**src/rtl/fmps_readout_sequencer_if.sv**
```systemverilog
// fmps_readout_sequencer_if
//   Bundles the FMPS readout port (address out, data back one cycle later)
//   and the MicroBlaze single-word read channel that shares it.
//   master : the sequencer (drives the readout address, answers uB reads)
//   slave  : readout memory / MicroBlaze side
//   fmpsReadoutAddress  master->slave  readout address
//   fmpsReadout         slave->master  readout data, valid 1 cycle after address
//   uBreadStrobe        slave->master  single-cycle read request
//   uBreadAddress       slave->master  read address, sampled with uBreadStrobe
//   uBreadAck           master->slave  1-cycle pulse when uBreadData updates
//   uBreadData          master->slave  last uB read result
interface fmps_readout_sequencer_if #(
    parameter int INDEX_WIDTH = 5
);
    logic [INDEX_WIDTH-1:0] fmpsReadoutAddress;
    logic [31:0]            fmpsReadout;
    logic                   uBreadStrobe;
    logic [INDEX_WIDTH-1:0] uBreadAddress;
    logic                   uBreadAck;
    logic [31:0]            uBreadData;

    modport master (
        output fmpsReadoutAddress,
        input  fmpsReadout,
        input  uBreadStrobe,
        input  uBreadAddress,
        output uBreadAck,
        output uBreadData
    );

    modport slave (
        input  fmpsReadoutAddress,
        output fmpsReadout,
        output uBreadStrobe,
        output uBreadAddress,
        input  uBreadAck,
        input  uBreadData
    );
endinterface

```
**src/rtl/fmps_readout_sequencer.sv**
```systemverilog
// fmps_readout_sequencer
//   Once per FA cycle, on a fresh rising edge of readoutValid, sweeps the FMPS
//   readout port over nodes 0..n-1 (n = min(fmpsCount, 2**INDEX_WIDTH)),
//   gathers each node's trip bit and publishes bitmap, count and strobes.
//   The same port serves MicroBlaze single-word reads when no sweep needs it.
// Ports
//   sysClk, sysResetN    clock, asynchronous active-low reset
//   FAstrobe             aborts a sweep in SWEEP or DRAIN
//   readoutValid         level; its 0->1 edge starts a sweep from IDLE
//   fmpsCount            number of nodes to sweep (clamped to 2**INDEX_WIDTH)
//   bus                  readout port + uB read channel (master side)
//   tripBitmap/tripCount published result of the last completed sweep
//   tripStrobe           pulse at completion when tripCount != 0
//   sweepDone            pulse at every completed sweep
//   sweepAborted         pulse when FAstrobe aborts a sweep
//   busy                 high in SWEEP and DRAIN
//   seqno                completed-sweep counter, wraps
module fmps_readout_sequencer #(
    parameter int INDEX_WIDTH = 5,
    parameter int TRIP_BIT    = 0,
    parameter int SEQNO_WIDTH = 4
) (
    input  logic                          sysClk,
    input  logic                          sysResetN,
    input  logic                          FAstrobe,
    input  logic                          readoutValid,
    input  logic [INDEX_WIDTH:0]          fmpsCount,
    fmps_readout_sequencer_if.master      bus,
    output logic [(2**INDEX_WIDTH)-1:0]   tripBitmap,
    output logic [INDEX_WIDTH:0]          tripCount,
    output logic                          tripStrobe,
    output logic                          sweepDone,
    output logic                          sweepAborted,
    output logic                          busy,
    output logic [SEQNO_WIDTH-1:0]        seqno
);
    localparam int NODES = 2**INDEX_WIDTH;
    localparam logic [INDEX_WIDTH:0] MAX_COUNT = {1'b1, {INDEX_WIDTH{1'b0}}};

    typedef enum logic [1:0] {
        IDLE  = 2'd0,
        SWEEP = 2'd1,
        DRAIN = 2'd2,
        DONE  = 2'd3
    } state_t;

    state_t                 state_r;
    state_t                 nextState_s;
    logic                   rvPrev_r;
    logic                   start_s;
    logic                   abort_s;
    logic                   serve_s;
    logic [INDEX_WIDTH:0]   effCount_s;
    logic [INDEX_WIDTH-1:0] effLast_s;
    logic [INDEX_WIDTH-1:0] addr_r;
    logic [INDEX_WIDTH-1:0] lastIdx_r;
    logic                   capValid_r;
    logic [INDEX_WIDTH-1:0] capIdx_r;
    logic                   capBit_s;
    logic [NODES-1:0]       capMask_s;
    logic [NODES-1:0]       workBitmap_r;
    logic [NODES-1:0]       nextWorkBitmap_s;
    logic [INDEX_WIDTH:0]   workCount_r;
    logic [INDEX_WIDTH:0]   nextWorkCount_s;
    logic                   pending_r;
    logic [INDEX_WIDTH-1:0] ubAddr_r;
    logic                   ubFetch_r;
    logic                   ubCap_r;
    logic                   ubAck_r;
    logic [31:0]            ubData_r;

    assign start_s = (state_r == IDLE) && readoutValid && !rvPrev_r;
    assign abort_s = ((state_r == SWEEP) || (state_r == DRAIN)) && FAstrobe;
    // The uB address is loaded as the FSM settles into IDLE, so it is on the
    // port during an IDLE cycle; a sweep start keeps the next state out of
    // IDLE and therefore always wins.
    assign serve_s = pending_r && (nextState_s == IDLE);

    assign bus.fmpsReadoutAddress = addr_r;
    assign bus.uBreadAck          = ubAck_r;
    assign bus.uBreadData         = ubData_r;

    // Clamp the requested node count to the addressable range.
    always_comb begin
        if (fmpsCount > MAX_COUNT) begin
            effCount_s = MAX_COUNT;
        end else begin
            effCount_s = fmpsCount;
        end
        // With n == 2**INDEX_WIDTH the low bits are zero and this wraps to all ones.
        effLast_s = effCount_s[INDEX_WIDTH-1:0] - {{(INDEX_WIDTH-1){1'b0}}, 1'b1};
    end

    // Merge the word returned for last cycle's address into the working result.
    always_comb begin
        capBit_s         = capValid_r & bus.fmpsReadout[TRIP_BIT];
        capMask_s        = {{(NODES-1){1'b0}}, capBit_s} << capIdx_r;
        nextWorkBitmap_s = workBitmap_r | capMask_s;
        nextWorkCount_s  = workCount_r + {{INDEX_WIDTH{1'b0}}, capBit_s};
    end

    // FSM state register.
    always_ff @(posedge sysClk or negedge sysResetN) begin
        if (!sysResetN) begin
            state_r <= IDLE;
        end else begin
            state_r <= nextState_s;
        end
    end

    // FSM next-state logic.
    always_comb begin
        nextState_s = state_r;
        case (state_r)
            IDLE: begin
                if (!start_s) begin
                    nextState_s = IDLE;
                end else if (effCount_s == {(INDEX_WIDTH+1){1'b0}}) begin
                    nextState_s = DONE;
                end else begin
                    nextState_s = SWEEP;
                end
            end
            SWEEP: begin
                if (abort_s) begin
                    nextState_s = IDLE;
                end else if (addr_r == lastIdx_r) begin
                    nextState_s = DRAIN;
                end else begin
                    nextState_s = SWEEP;
                end
            end
            DRAIN: begin
                if (abort_s) begin
                    nextState_s = IDLE;
                end else begin
                    nextState_s = DONE;
                end
            end
            DONE:    nextState_s = IDLE;
            default: nextState_s = IDLE;
        endcase
    end

    // Sweep datapath, port address and published results.
    always_ff @(posedge sysClk or negedge sysResetN) begin
        if (!sysResetN) begin
            // Held high so a readoutValid level present across reset is not an edge.
            rvPrev_r     <= 1'b1;
            addr_r       <= {INDEX_WIDTH{1'b0}};
            lastIdx_r    <= {INDEX_WIDTH{1'b0}};
            capValid_r   <= 1'b0;
            capIdx_r     <= {INDEX_WIDTH{1'b0}};
            workBitmap_r <= {NODES{1'b0}};
            workCount_r  <= {(INDEX_WIDTH+1){1'b0}};
            tripBitmap   <= {NODES{1'b0}};
            tripCount    <= {(INDEX_WIDTH+1){1'b0}};
            tripStrobe   <= 1'b0;
            sweepDone    <= 1'b0;
            sweepAborted <= 1'b0;
            busy         <= 1'b0;
            seqno        <= {SEQNO_WIDTH{1'b0}};
        end else begin
            rvPrev_r     <= readoutValid;
            capValid_r   <= (state_r == SWEEP) && !abort_s;
            capIdx_r     <= addr_r;
            sweepAborted <= abort_s;
            busy         <= (nextState_s == SWEEP) || (nextState_s == DRAIN);
            sweepDone    <= 1'b0;
            tripStrobe   <= 1'b0;
            if (start_s) begin
                workBitmap_r <= {NODES{1'b0}};
                workCount_r  <= {(INDEX_WIDTH+1){1'b0}};
                lastIdx_r    <= effLast_s;
            end else begin
                workBitmap_r <= nextWorkBitmap_s;
                workCount_r  <= nextWorkCount_s;
            end
            if (start_s && (nextState_s == SWEEP)) begin
                addr_r <= {INDEX_WIDTH{1'b0}};
            end else if ((state_r == SWEEP) && (nextState_s == SWEEP)) begin
                addr_r <= addr_r + {{(INDEX_WIDTH-1){1'b0}}, 1'b1};
            end else if (serve_s) begin
                addr_r <= ubAddr_r;
            end
            if ((nextState_s == DONE) && (state_r != DONE)) begin
                sweepDone <= 1'b1;
                seqno     <= seqno + {{(SEQNO_WIDTH-1){1'b0}}, 1'b1};
                if (state_r == DRAIN) begin
                    tripBitmap <= nextWorkBitmap_s;
                    tripCount  <= nextWorkCount_s;
                    tripStrobe <= (nextWorkCount_s != {(INDEX_WIDTH+1){1'b0}});
                end else begin
                    tripBitmap <= {NODES{1'b0}};
                    tripCount  <= {(INDEX_WIDTH+1){1'b0}};
                end
            end
        end
    end

    // One-deep uB request holder and its read pipeline.
    always_ff @(posedge sysClk or negedge sysResetN) begin
        if (!sysResetN) begin
            pending_r <= 1'b0;
            ubAddr_r  <= {INDEX_WIDTH{1'b0}};
            ubFetch_r <= 1'b0;
            ubCap_r   <= 1'b0;
            ubAck_r   <= 1'b0;
            ubData_r  <= 32'h0000_0000;
        end else begin
            if (bus.uBreadStrobe) begin
                pending_r <= 1'b1;
                ubAddr_r  <= bus.uBreadAddress;
            end else if (serve_s) begin
                pending_r <= 1'b0;
            end
            ubFetch_r <= serve_s;
            ubCap_r   <= ubFetch_r;
            ubAck_r   <= ubCap_r;
            if (ubCap_r) begin
                ubData_r <= bus.fmpsReadout;
            end
        end
    end
endmodule
```
**src/flat_wrapper.sv**
```systemverilog
// flat-port wrapper written by rule: the top's interface ports become plain ports
module fmps_readout_sequencer_flat 
#(
    parameter int INDEX_WIDTH = 5,
    parameter int TRIP_BIT    = 0,
    parameter int SEQNO_WIDTH = 4
)
  (sysClk, sysResetN, FAstrobe, readoutValid, fmpsCount, tripBitmap, tripCount, tripStrobe, sweepDone, sweepAborted, busy, seqno, bus_fmpsReadoutAddress, bus_fmpsReadout, bus_uBreadStrobe, bus_uBreadAddress, bus_uBreadAck, bus_uBreadData);
  fmps_readout_sequencer_if #(.INDEX_WIDTH(INDEX_WIDTH)) bus_i ();
  input  logic sysClk;
  input  logic sysResetN;
  input  logic FAstrobe;
  input  logic readoutValid;
  input  logic [INDEX_WIDTH:0] fmpsCount;
  output logic [(2**INDEX_WIDTH)-1:0] tripBitmap;
  output logic [INDEX_WIDTH:0] tripCount;
  output logic tripStrobe;
  output logic sweepDone;
  output logic sweepAborted;
  output logic busy;
  output logic [SEQNO_WIDTH-1:0] seqno;
  output wire logic [$bits(bus_i.fmpsReadoutAddress)-1:0] bus_fmpsReadoutAddress;
  input wire logic [$bits(bus_i.fmpsReadout)-1:0] bus_fmpsReadout;
  input wire logic [$bits(bus_i.uBreadStrobe)-1:0] bus_uBreadStrobe;
  input wire logic [$bits(bus_i.uBreadAddress)-1:0] bus_uBreadAddress;
  output wire logic [$bits(bus_i.uBreadAck)-1:0] bus_uBreadAck;
  output wire logic [$bits(bus_i.uBreadData)-1:0] bus_uBreadData;
  assign bus_fmpsReadoutAddress = bus_i.fmpsReadoutAddress;
  assign bus_i.fmpsReadout = bus_fmpsReadout;
  assign bus_i.uBreadStrobe = bus_uBreadStrobe;
  assign bus_i.uBreadAddress = bus_uBreadAddress;
  assign bus_uBreadAck = bus_i.uBreadAck;
  assign bus_uBreadData = bus_i.uBreadData;
  fmps_readout_sequencer #(.INDEX_WIDTH(INDEX_WIDTH), .TRIP_BIT(TRIP_BIT), .SEQNO_WIDTH(SEQNO_WIDTH)) u_core (.sysClk(sysClk), .sysResetN(sysResetN), .FAstrobe(FAstrobe), .readoutValid(readoutValid), .fmpsCount(fmpsCount), .bus(bus_i), .tripBitmap(tripBitmap), .tripCount(tripCount), .tripStrobe(tripStrobe), .sweepDone(sweepDone), .sweepAborted(sweepAborted), .busy(busy), .seqno(seqno));
endmodule
```
**config.mk**
```make
export PLATFORM = sky130hd
export DESIGN_NAME = fmps_readout_sequencer_flat
export DESIGN_NICKNAME = d
export VERILOG_FILES = /design/src/rtl/fmps_readout_sequencer_if.sv /design/src/rtl/fmps_readout_sequencer.sv /design/src/flat_wrapper.sv
export SDC_FILE = /design/constraint.sdc
export NUM_CORES = 1
export LEC_CHECK = 0
export ABC_AREA = 1
export ABC_CLOCK_PERIOD_IN_PS = 2000
export BUFFER_PORTS_ARGS = -buffer_cell sky130_fd_sc_hd__buf_2
export CAP_MARGIN = 5
export CORE_MARGIN = 10
export CORE_UTILIZATION = 49
export DETAILED_ROUTE_END_ITERATION = 10
export PLACE_DENSITY = 0.76
export SLEW_MARGIN = 25
export SYNTH_ARGS = -nofsm -noshare
export SYNTH_HDL_FRONTEND = slang
export SYNTH_SLANG_ARGS = --single-unit
```
**constraint.sdc**
```tcl
create_clock -name sysClk -period 2 [get_ports sysClk]
set_input_delay 0.1 -clock sysClk [delete_from_list [all_inputs] [get_ports sysClk]]
set_output_delay 0.1 -clock sysClk [all_outputs]
set_load 0.02 [all_outputs]
```
==> impl_results.md <==
- CP cell instances: inv_2 > ha_4 > buf_4 > buf_4 > inv_1 > nand2_2 > nand2_4 > ha_4 > inv_2 > nor2_4 > nand2_4 > clkinv_4 > buf_12 > buf_12 > nand2_1 > nand2_1
- Rows: 40
- Hold Path Class: primary input to flip-flop
- CP peak stage delay: 0.39 ns
- Worst Hold Launch: fmpsCount[5]
- Slowest CP cell: dfrtp_1
- GR Overflow Total: 0
- CP endpoint kind: flip-flop
- FFs w/ async S/R, synth: 100%
- Post-Syn Instances: 566
- H-Tree Depth: 4
- Worst Tran Pin Value: 0.496 ns
- R2R Setup Slk: -0.14 ns
- Placement Setup Slack: -0.356 ns
- Post-Place Cell Area: 7050 µm²
- Non-filler cells, final: 947
- Relative slew slack: 66.9%
- WP buf/inv: 8
- Main synth FF type: dfrtp_1
- #FFs+latches synth: 144
- Root Buffer: clkbuf_16
- Die Ht: 130 µm
- Largest net degree at the start of global routing: 57
- Die Width: 130 µm
- Crit share post-route: 107%
- Worst-case reg-to-reg path depth: 16
- Crit start category: flip-flop
- Power Density: 1080 nW/µm²
- Leak: 4.39 nW
- Yosys Warn Count: 0
- Die area: 17000 µm²
- Final Wtd Congestion: 0.851
- Area delta synth->final: 42.2%
- RSZ-0062 raised after global routing: true
- Antenna violations before repair: 0
- Max-cap violation count: 0
- Ant diodes: 0
- Drt drc: 0
- CTS tree: yes
- Setup Crit Path Kind: flip-flop to flip-flop
- Largest delay share family, worst path: buffers and inverters
- Synthesized area per cell: 10.6 µm²
- DRT iter0 DRCs: 267
- Outcome: complete, but fails checks
- Hold Fails Final Rpt: 0
- Reg2reg end: u_core.tripBitmap[12]$_DFFE_PN0P_
- CTS clk-pin slew, worst paths: 0.06 ns
- EDFF count, synth: 0
- Fmax: 468 MHz
- Worst reg2reg path startpoint: u_core.state_r[0]$_DFF_PN0_
- Worst skew pair latency: 0.43 ns
- Pre-antenna DRT Iters: 5
- Layout cells sized above 1: 37.8%
- Worst-path fanout max: 8
- Setup ws final: -0.135 ns
- Hold Path Stages: 3
- Core ar.: 12000 µm²
- CP arrival: 2.50 ns
- Clock sink total: 144
- WL per Instance: 16.8 µm
- CP required: 2.36 ns
- Fin util: 71.0%
- Vias per Instance: 5.08
- Minimum clock period: 2.14 ns
- I/O Pins: 132
- Vias: 4807
- Synthesized area: 5970 µm²
- Post-Route Skew: 0.00710 ns
- Initial Util: 49.9%
- Max Slew Vio Count: 0
- Antenna Nets Post-Route: 0
- Placed Instances: 857
- Sequential area share after synthesis: 60.3%
- Violated checks: negative setup slack
- IO Port Bufs: 131
- CTS Buffer Depth: 2
- Peak VDD IR: 0.000684 V
- Final wirelength: 16.0 mm
- CTS buffer count: 17
- Total Power: 9.14 mW
- Final nets: 849
- Post-route cell area: 8490 µm²
- Vias in the first global route: 5116
- Final setup vio count: 48
- DP Wirelength: 10.3 mm
- Hold endpoint: u_core.lastIdx_r[0]$_DFFE_PN0P_
- Yosys cell types: 32
- All-Layer GR Usage: 19.2%
- First-pass GRT wire length: 25.8 mm
- Syn_nets: 627
==> flip-flops by register name, indices dropped and copies added, names as in the netlist <==
name                           cells
u_core.bus.uBreadData             32
u_core.tripBitmap                 32
u_core.workBitmap_r               32
u_core.tripCount                   6
u_core.workCount_r                 6
u_core.bus.fmpsReadoutAddress      5
u_core.capIdx_r                    5
u_core.lastIdx_r                   5
u_core.ubAddr_r                    5
u_core.seqno                       4
u_core.state_r                     2
u_core.bus.uBreadAck               1
u_core.busy                        1
u_core.capValid_r                  1
u_core.pending_r                   1
u_core.rvPrev_r                    1
u_core.sweepAborted                1
u_core.sweepDone                   1
u_core.tripStrobe                  1
u_core.ubCap_r                     1
u_core.ubFetch_r                   1
==> repair_timing <==
item / 4_1_cts / 5_1_grt
gates cloned: 1 / 2
hold endpoints to repair: 143 / 0
pin swaps: 11 / 11
setup endpoints to repair: 49 / 49
resized for setup: 35 / 42
hold buffers: 46 / 0
buffers inserted: 5 / 6
==> cell usage after synthesis, types with 3 or more instances <==
master | n | area [µm²]
xor2_1 | 7 | 61.3
o21bai_1 | 32 | 240
nor2_1 | 32 | 120
nand2_2 | 4 | 25.0
mux2_2 | 31 | 349
nand4_1 | 3 | 18.8
o21ai_0 | 20 | 100
o21ai_1 | 16 | 80.1
clkbuf_1 | 6 | 22.5
inv_1 | 49 | 184
buf_2 | 12 | 60.1
and2_1 | 17 | 106
inv_2 | 5 | 18.8
nor2_2 | 3 | 18.8
nand2_1 | 121 | 454
nand3_1 | 24 | 120
dfrtp_1 | 143 | 3580
o22ai_1 | 4 | 25.0
a21oi_1 | 3 | 15.0
xnor2_1 | 6 | 52.6
ha_1 | 13 | 163
==> worst min-delay path, stage by stage <==
cell	delay [ns]
buf_2	0.12
nor2_1	0.07
a21oi_1	0.11
==> report_power, final <==
group	internal (mW)	total, mW	switching, mW
Sequential	3.33	3.61	0.284
Combinational	0.886	2.21	1.32
Clock	2.14	3.32	1.18
==> how the worst max path moves through the flow <==
stage,from,endpoint,slack (ns),depth (start not counted)
after global routing,u_core.state_r[0]$_DFF_PN0_,u_core.tripBitmap[28]$_DFFE_PN0P_,-0.23,16
after CTS,u_core.state_r[1]$_DFF_PN0_,u_core.tripBitmap[12]$_DFFE_PN0P_,-0.07,17
after detailed placement,fmpsCount[1],u_core.bus.fmpsReadoutAddress[3]$_DFFE_PN0P_,-0.36,16
after floorplan,u_core.state_r[0]$_DFF_PN0_,u_core.tripBitmap[14]$_DFFE_PN0P_,-0.02,17
final,u_core.state_r[0]$_DFF_PN0_,u_core.tripBitmap[12]$_DFFE_PN0P_,-0.14,16
after global placement,fmpsCount[1],u_core.bus.fmpsReadoutAddress[3]$_DFFE_PN0P_,-0.18,16
==> routing by layer <==
layer | up-vias | wire length, µm | track usage, % | part of all wire [%]
met5 | - | 0 | 0 | 0
li1 | 2269 | - | - | -
met2 | 152 | 8070 | 32.8 | 51
met1 | 2360 | 6560 | 22.7 | 41
met4 | 0 | 278 | 6.74 | 1.7
met3 | 26 | 1050 | 5.68 | 6.5
==> stage by stage <==
stage	TNS, ns	hold WS (ns)
finish	-3.76	0.0123
global route	-8.45	0.0256
CTS	-1.03	0.00477
detailed placement	-11.73	0.0209
global placement	-4.28	0.0189
floorplan	-0.266	-0.196
==> cell type report <==
class | count | area [µm²]
clock buffer | 21 | 460
clock inverter | 10 | 160
fill | 807 | 3470
inverter | 54 | 210
multi-input combinational | 348 | 2300
sequential | 144 | 3600
tap | 147 | 184
timing repair buffer | 223 | 1570
==> placed cells by master, fill, tap and decap left out, drive strengths merged <==
master / instances
ha: 13
a21o: 1
dlygate4sd3: 46
a22oi: 1
o31ai: 1
xnor2: 6
clkinvlp: 1
buf: 177
xor2: 7
clkbuf: 21
dfstp: 1
a21oi: 3
nand2: 126
clkinv: 6
nor2: 38
inv: 53
o21bai: 32
and3: 1
and2: 17
mux2: 33
o22ai: 4
nand3: 26
dfrtp: 143
nand4: 3
bufinv: 4
o21ai: 36
==> kinds of logic (layout without fill, tap and decap cells) <==
family,count (synthesis),count (layout),share of synthesized area [%]
simple gates,210,211,15.6
xor+xnor,13,13,1.91
flops,144,144,60.3
fa+ha+maj,13,13,2.72
buf+inv,75,308,5.11
compound gates,78,78,8.09
mux,33,33,6.22
(Power assumes the default switching activity.)
